==> src/rtl/necesidades_scheduler.sv <==
// rtl/necesidades_scheduler.sv - need-level sequencer: game tick, decay, round-robin care arbiter
// Optional macro ENFERMO_EN: double decay rate of the other needs while Medicina is empty.
module necesidades_scheduler #(
  parameter int TICK_DIV       = 50000000,
  parameter int TEST_DIV       = 50,
  parameter int DECAY_ANIMO    = 20,
  parameter int DECAY_ENERGIA  = 30,
  parameter int DECAY_DESCANSO = 45,
  parameter int DECAY_MEDICINA = 60,
  parameter int COOLDOWN_TICKS = 5
) (
  input  logic       clk,
  input  logic       B_Reset,
  input  logic       B_Test,
  input  logic       B_Energia,
  input  logic       B_Medicina,
  input  logic       Entrada_Animo,
  input  logic       Entrada_Descanso,
  output logic [1:0] LED_Animo,
  output logic [1:0] LED_Energia,
  output logic [1:0] LED_Descanso,
  output logic [1:0] LED_Medicina,
  output logic       tick,
  output logic [2:0] accion_ack,
  output logic [1:0] estado,
  output logic       alerta
);
  localparam int CW = 16;
  typedef logic [CW-1:0] cnt_t;
  typedef enum logic [1:0] {IDLE = 2'd0, GRANT = 2'd1, APPLY = 2'd2, COOLDOWN = 2'd3} state_t;

  localparam logic [31:0] TICK_LIM = 32'(TICK_DIV - 1);
  localparam logic [31:0] TEST_LIM = 32'(TEST_DIV - 1);
  localparam cnt_t CD_LIM = cnt_t'((COOLDOWN_TICKS > 0) ? COOLDOWN_TICKS - 1 : 0);
  // Need index: 0 Medicina, 1 Energia, 2 Animo, 3 Descanso (matches accion_ack bits)
  localparam cnt_t DEC_LIM [4] = '{cnt_t'(DECAY_MEDICINA - 1), cnt_t'(DECAY_ENERGIA - 1),
                                   cnt_t'(DECAY_ANIMO - 1), cnt_t'(DECAY_DESCANSO - 1)};
`ifdef ENFERMO_EN
  localparam cnt_t SICK_LIM [4] = '{cnt_t'(0),
                                    cnt_t'((DECAY_ENERGIA > 2) ? DECAY_ENERGIA - 2 : 0),
                                    cnt_t'((DECAY_ANIMO > 2) ? DECAY_ANIMO - 2 : 0),
                                    cnt_t'((DECAY_DESCANSO > 2) ? DECAY_DESCANSO - 2 : 0)};
`endif

  state_t      state, state_n;
  logic [31:0] pre, pre_lim;
  logic        test_q, test_chg;
  logic [2:0]  req_in, req_q, rise, pending, ack;
  logic [1:0]  ptr, pick, gsel;
  logic        found;
  cnt_t        cd_cnt;
  logic [1:0]  lvl [4];
  logic [1:0]  lvl_n [4];
  cnt_t        dcnt [4];
  cnt_t        cnt_n [4];
  cnt_t        lim, inc;
  int          j;

  // Prescaler; a B_Test change restarts the period and swallows that cycle's tick
  assign test_chg = B_Test ^ test_q;
  assign pre_lim  = B_Test ? TEST_LIM : TICK_LIM;
  assign tick     = !test_chg && (pre >= pre_lim);

  always_ff @(posedge clk) begin
    test_q <= B_Test;
    if (!B_Reset || test_chg || tick) pre <= '0;
    else                              pre <= pre + 32'd1;
  end

  assign req_in = {Entrada_Animo, B_Energia, B_Medicina};
  assign rise   = req_in & ~req_q;

  always_comb begin
    pick  = ptr;
    found = 1'b0;
    j     = 0;
    for (int k = 0; k < 3; k++) begin
      j = (int'(ptr) + k) % 3;
      if (!found && pending[j]) begin
        pick  = 2'(j);
        found = 1'b1;
      end
    end
  end

  always_ff @(posedge clk) begin
    if (!B_Reset) state <= IDLE;
    else          state <= state_n;
  end

  always_comb begin
    state_n = state;
    ack     = '0;
    case (state)
      IDLE:  if (|pending) state_n = GRANT;
      GRANT: begin
        ack     = 3'b001 << pick;
        state_n = APPLY;
      end
      APPLY: state_n = COOLDOWN;
      COOLDOWN: begin
        if (COOLDOWN_TICKS == 0)             state_n = IDLE;
        else if (tick && (cd_cnt == CD_LIM)) state_n = IDLE;
      end
      default: state_n = IDLE;
    endcase
  end

  always_ff @(posedge clk) begin
    req_q <= req_in;
    if (!B_Reset) begin
      pending <= '0;
      ptr     <= 2'd0;
      gsel    <= 2'd0;
      cd_cnt  <= '0;
      alerta  <= 1'b0;
    end else begin
      // Clear before set so a same-cycle edge re-arms the granted requester
      pending <= (pending & ~ack) | rise;
      if (state == GRANT) begin
        gsel <= pick;
        ptr  <= (pick == 2'd2) ? 2'd0 : pick + 2'd1;
      end
      if (state != COOLDOWN) cd_cnt <= '0;
      else if (tick)         cd_cnt <= (cd_cnt == CD_LIM) ? '0 : cd_cnt + cnt_t'(1);
      alerta <= (lvl[0] == 2'd0) || (lvl[1] == 2'd0) || (lvl[2] == 2'd0) || (lvl[3] == 2'd0);
    end
  end

  always_comb begin
    lim = '0;
    inc = '0;
    for (int i = 0; i < 4; i++) begin
      lim = DEC_LIM[i];
      inc = cnt_t'(1);
`ifdef ENFERMO_EN
      if (i != 0 && lvl[0] == 2'd0) begin
        lim = SICK_LIM[i];
        inc = cnt_t'(2);
      end
`endif
      lvl_n[i] = lvl[i];
      cnt_n[i] = dcnt[i];
      if (i == 3 && Entrada_Descanso) begin
        cnt_n[i] = '0;
        if (tick && lvl[i] != 2'd3) lvl_n[i] = lvl[i] + 2'd1;
      end else if (!(i == 1 && Entrada_Descanso) && tick) begin
        if (dcnt[i] >= lim) begin
          cnt_n[i] = '0;
          if (lvl[i] != 2'd0) lvl_n[i] = lvl[i] - 2'd1;
        end else begin
          cnt_n[i] = dcnt[i] + inc;
        end
      end
      // Care overrides same-cycle decay of the granted need
      if (state == APPLY && gsel == 2'(i)) begin
        lvl_n[i] = (lvl[i] == 2'd3) ? 2'd3 : lvl[i] + 2'd1;
        cnt_n[i] = '0;
      end
    end
  end

  always_ff @(posedge clk) begin
    for (int i = 0; i < 4; i++) begin
      if (!B_Reset) begin
        lvl[i]  <= 2'd3;
        dcnt[i] <= '0;
      end else begin
        lvl[i]  <= lvl_n[i];
        dcnt[i] <= cnt_n[i];
      end
    end
  end

  assign LED_Medicina = lvl[0];
  assign LED_Energia  = lvl[1];
  assign LED_Animo    = lvl[2];
  assign LED_Descanso = lvl[3];
  assign accion_ack   = ack;
  assign estado       = state;
endmodule

==> config.mk <==
export PLATFORM = sky130hd
export DESIGN_NAME = necesidades_scheduler
export DESIGN_NICKNAME = d
export VERILOG_FILES = /design/src/rtl/necesidades_scheduler.sv
export SDC_FILE = /design/constraint.sdc
export NUM_CORES = 1
export LEC_CHECK = 0
export BUFFER_PORTS_ARGS = -buffer_cell sky130_fd_sc_hd__buf_2
export CAP_MARGIN = 5
export CORE_MARGIN = 2
export CORE_UTILIZATION = 42
export DETAILED_ROUTE_END_ITERATION = 12
export GPL_TIMING_DRIVEN = 0
export SYNTH_ARGS = -nofsm -noshare
export SYNTH_HDL_FRONTEND = slang
export SYNTH_SLANG_ARGS = --single-unit
==> constraint.sdc <==
create_clock -name clk -period 4.3 [get_ports clk]
set_clock_uncertainty 0.2 [all_clocks]
set_input_delay 0.43 -clock clk [delete_from_list [all_inputs] [get_ports clk]]
set_output_delay 0.43 -clock clk [all_outputs]
set_load 0.02 [all_outputs]
**Word-level counts from Yosys, hierarchy flattened**

Memory sizes are Yosys's and may differ from the RTL's.
Index checks and enable logic that the tools add are counted.

- Flip-flop bits (word level): 62
- RAM bits: 72
- Input port bits: 7
- Output and inout bits: 15
- Logic and storage cells: 170
- Memories kept: 2

- Add/subtract/negate cells: 17
- Div/mod/pow operators: 3
- Magnitude comparators: 8
- Equality and inequality tests: 16
- Shifts and indexed selects: 1
- Multiplexer cells: 66
- Bitwise gates (word level): 15
- Reductions and logical operators: 33

Memories:

| name | depth | bits a word | rd ports | clocked after Yosys merged registers in | write ports | RTL line | source |
|---|---|---|---|---|---|---|---|
| dcnt | 4 | 16 | 4 | 0 | 4 | 54 | `cnt_t dcnt [4];` |
| lvl | 4 | 2 | 4 | 0 | 4 | 52 | `logic [1:0] lvl [4];` |

Operator list:

| kind | count |
|---|---|
| 16-bit 2-to-1 mux | 18 |
| 32-bit by 4-bit less-than comparator with 1-bit output, second input constant | 3 |
| 16-bit by 1-bit adder with 16-bit output, second input constant | 5 |
| 32-bit by 3-bit remainder unit with 32-bit output, second input constant | 2 |
| 2-bit 2-to-1 mux | 32 |
| 32-bit by 1-bit adder with 32-bit output, second input constant | 1 |
| 16-bit by 5-bit >= comparator with 1-bit output, second input constant | 2 |
| 16-bit by 6-bit >= comparator with 1-bit output, second input constant | 2 |
| 32-bit by 26-bit >= comparator with 1-bit output | 1 |
| 3-bit by 3-bit remainder unit with 32-bit output, second input constant | 1 |
| 26-bit 2-to-1 mux | 1 |
| 2-bit equality test, second input constant | 9 |
| 16-bit by 3-bit equality test with 1-bit output, second input constant | 1 |
| 2-bit zero test | 6 |
| 2-bit by 1-bit adder with 2-bit output, second input constant | 5 |
| 1-bit logical AND | 10 |
| 1-bit 2-to-1 mux | 10 |
| 2-bit inequality test, second input constant | 4 |
| 1-bit OR | 8 |
| 2-bit one-hot mux with 4 select lines | 1 |
| 2-bit nonzero test | 4 |
| 2-bit by 1-bit subtractor with 2-bit output, second input constant | 4 |
| 3-bit AND | 2 |
| 1-bit binary-select mux with 2-bit select | 3 |
| other kinds (14) | 24 |

**Depth between registers and ports, before layout**

- Depth in word-level cells: 16
- Depth in mapped cells: 11
- Depth with buffers taken out: 9

**Worst setup path after synthesis**

Ideal clock, no wire load.

- Path type: in2out
- Start point: in B_Test
- End point: out tick
- Arrival: 2386 ps
- Data required time: 3670 ps
- Slack: 1284 ps
- Cell stages on the path: 8
- Buffers on the path: 1
- Path through: ha_1 nand3_1 or3_1 or3_4 a311oi_4 nor2_2 inv_2 buf_2

- Longest elaborated chain between the ends: 3
- Elaborated cells on any way between the ends: 5
- Those cells by class: 1 x order compare; 1 x mux; 1 x bitwise; 2 x reduce/logical

RTL lines:

| what | RTL line | source |
|---|---|---|
| start: declaration | 14 | `input logic B_Test,` |
| 26-bit 2-to-1 mux or 1-bit XOR (tied branches) | 61, 60 |  |
| 32-bit by 26-bit >= comparator with 1-bit output or 1-bit zero test (tied branches) | 62 | `assign tick = !test_chg && (pre >= pre_lim);` |
| 1-bit logical AND * | 62 |  |
| end: declaration | 23 | `output logic tick,` |

Every way passes the cells marked *; elsewhere a longest branch is shown, timed or not.

**Final worst setup path**

- Start point: reg pre[23]
- End point: out tick

- Longest elaborated chain between the ends: 2

RTL lines:

| what | RTL line | source |
|---|---|---|
| start: declaration | 46 | `logic [31:0] pre, pre_lim;` |
| start signal: assignment | 67 | `else pre <= pre + 32'd1;` |
| 32-bit by 26-bit >= comparator with 1-bit output | 62 |  |
| 1-bit logical AND | 62 |  |

Every way passes these cells.

==> reports/summary.txt <==
Outcome - complete, no violations
Largest cells by area after synthesis - dfxtp_1 (40%), ha_1 (8.7%), nor2_1 (6.9%)
Fmax - 256.2 MHz
RSZ-0062 raised after global routing - no
Crit path cell chain - ha_1 > nand3_1 > or3_1 > or3_4 > a311oi_4 > nor2_2 > inv_2 > buf_2 > buf_2
Vias/cell - 5.367
Endpoints failing hold - 0
CTS Root Cell - clkbuf_16
WP data arrival - 3.27 ns
Die area - 17190 um^2
Final ANT Viol Nets - 0
VDD IR max - 0.2802 mV
Cts bufs inserted - 17
Largest delay share family, worst path - simple AND/OR/NAND/NOR gates
Max clock buf depth - 2
Sequential share of the synthesized area - 39.54%
Crit Reg-Reg Endpoint - cd_cnt[10]$_SDFFE_PP0P_
Post-synth ARST share - 0%
Drt initial violations - 314
CTS tree - yes
Global-route wire length before repair - 25.67 mm
Yosys top cell area share - 39.54%
Netlist area before placement - 6785 um^2
Power Density - 436.9 nW/um^2
Worst flop-to-flop path startpoint - pre[23]$_SDFF_PP0_
Total grt overflow - 0
Core Region - 15830 um^2
Io pins - 22
Mean Syn Cell Area - 8.492 um^2
Multi-input gate area - 3857 um^2
Worst min path class - in -> reg
Ys Warns - 0
Period Utilization, post-route - 90.76%
Final Worst Setup Slack - 0.3974 ns
DP Worst Slack - 0.4007 ns
Final wirelength - 15.03 mm
# DRC - 0
Layout area overhead - 15.40%
Crit path max-delay cell type - a311oi_4
Required time of the critical path - 3.67 ns
Fillers - 1544
Clk pin slew, worst setup/hold paths - 0.05 ns
Die H - 131.1 um
Cells after Synth - 799
Max-cap violations - 0
Post-synth top flop - dfxtp_1
Cell accounting for the most synthesized area - dfxtp_1
Initial Util - 42.87%
CP bufs+invs - 3
Worst hold stages - 1
Synth unique cells - 57
Htree depth - 4
Largest net degree at the start of global routing - 18
Register Area - 2683 um^2
Final nets - 899
Min Tclk post-route - 3.903 ns
Placed wire-length estimate - 10.54 mm
Number of max-slew violations in the final report - 0
Hold EP - test_q$_DFF_P_
Slew margin rel. - 46.91%
Slew at the pin closest to its max-slew limit - 0.7891 ns
Initial antenna violation count - 0
Die W - 131.1 um
CP max FO - 10
Final Wtd Congestion - 0.8517
Most used cell, CP - buf_2
Most frequent cells after synthesis - dfxtp_1 (134), nor2_1 (125), nand2_1 (60)
EDFF count, synth - 0
Postcts setup bufs - 0
Vias - 5753
WS Path Type - reg -> out
Leak pwr - 3.085 nW
Count leader, synth - dfxtp_1
Delay of the slowest critical-path stage - 0.50 ns
Hold WS - 0.1503 ns
WL/cell - 14.02 um
Critical path launch point type - register
Layout cells sized above 1 - 8.294%
Worst Min Path Start - B_Test
Vias in the first global route - 5369
Post-cts repair resize count - 0
Setup TNS - 0 ns
Reg2reg setup slack - 0.78 ns
Insertion delay to the later sink of the worst-skew pair - 0.42 ns
Gr usage total - 17.95%
CTS Hold Bufs - 3
N_diodes - 0
FF+latch count, synth - 134
Crit path capture type - primary output
Row count - 46
Core Util, Final - 49.47%
Power Total - 3.421 mW
CTS sink cnt - 134
Final setup viols - 0
IO Port Bufs - 20
Reg2reg path depth - 11
DR pass1 iterations - 4
-- cell usage in the layout (no fill, tap or decap), types with 7 or more instances in the layout --
master and count:
xor2_1 32, nor3_1 9, inv_1 33, dfxtp_1 134
nor2b_1 9, nand2_1 60, clkbuf_1 17, buf_2 30
and3_1 20, clkbuf_16 17, o2111ai_1 7, o21a_1 15
a41oi_1 27, nand4_1 13, a21oi_1 26, o21ai_0 35
ha_1 47, nor4_1 21, nand2b_1 9, and2_1 7
mux2i_1 9, xnor2_1 13, nand3_1 38, nor2_1 125
-- state kept, by name, summed over array words and instances, names as in the netlist --
name     flops
req_q        3
dcnt        64
gsel         2
estado       2
ptr          2
pre         32
lvl          8
alerta       1
cd_cnt      16
test_q       1
pending      3
-- metrics by stage --
step	instances	area (um^2)
6_report	1072	7830
3_3_place_gp	1039	7171
5_1_grt	1072	7830
4_1_cts	1072	7830
2_1_floorplan	803	6800
3_5_place_dp	1039	7171
-- worst max path at each step --
stage	start	to	cells after the start	slack, ns
after floorplan	B_Test	tick	8	1.28
after detailed placement	B_Test	tick	10	0.40
final	pre[23]$_SDFF_PP0_	tick	9	0.40
after global routing	pre[23]$_SDFF_PP0_	tick	9	0.23
after global placement	B_Test	tick	10	0.43
after CTS	pre[25]$_SDFF_PP0_	tick	9	0.37
-- layer usage --
layer  GRT usage [%]  share of wire (%)
met1           22.91                 48
met2           29.80                 47
met3           4.205                2.8
met4           6.280                1.6
met5               0                  0
-- logic make-up (layout without fill, tap and decap cells) --
group / after synthesis / after routing / synth area share [%]
flip-flops: 134 / 134 / 39.54
buffers and inverters: 65 / 118 / 3.836
adder cells (fa/ha/maj): 47 / 47 / 8.667
other: 1 / 5 / 0.05527
AND/OR/NAND/NOR: 341 / 341 / 24.36
multiplexers: 9 / 9 / 1.328
AO/OA/AOI/OAI: 157 / 157 / 16.41
XOR/XNOR: 45 / 45 / 5.809
-- where the power goes --
part | total [mW] | internal (mW) | switching (mW)
clock | 1.54 | 1.02 | 0.519
sequential | 1.34 | 1.29 | 0.0523
combinational | 0.538 | 0.193 | 0.345
-- final cells by class --
| class | instances | area share [%] |
|---|---|---|
| repair buffers | 23 | 1.662 |
| clock buffers | 21 | 6.136 |
| well taps | 216 | 3.452 |
| inverters | 34 | 1.630 |
| clock inverters | 9 | 1.902 |
| multi-input cells | 604 | 49.26 |
| flip-flops and latches | 134 | 34.26 |
| plain buffers | 31 | 1.694 |
(Power assumes the default switching activity.)
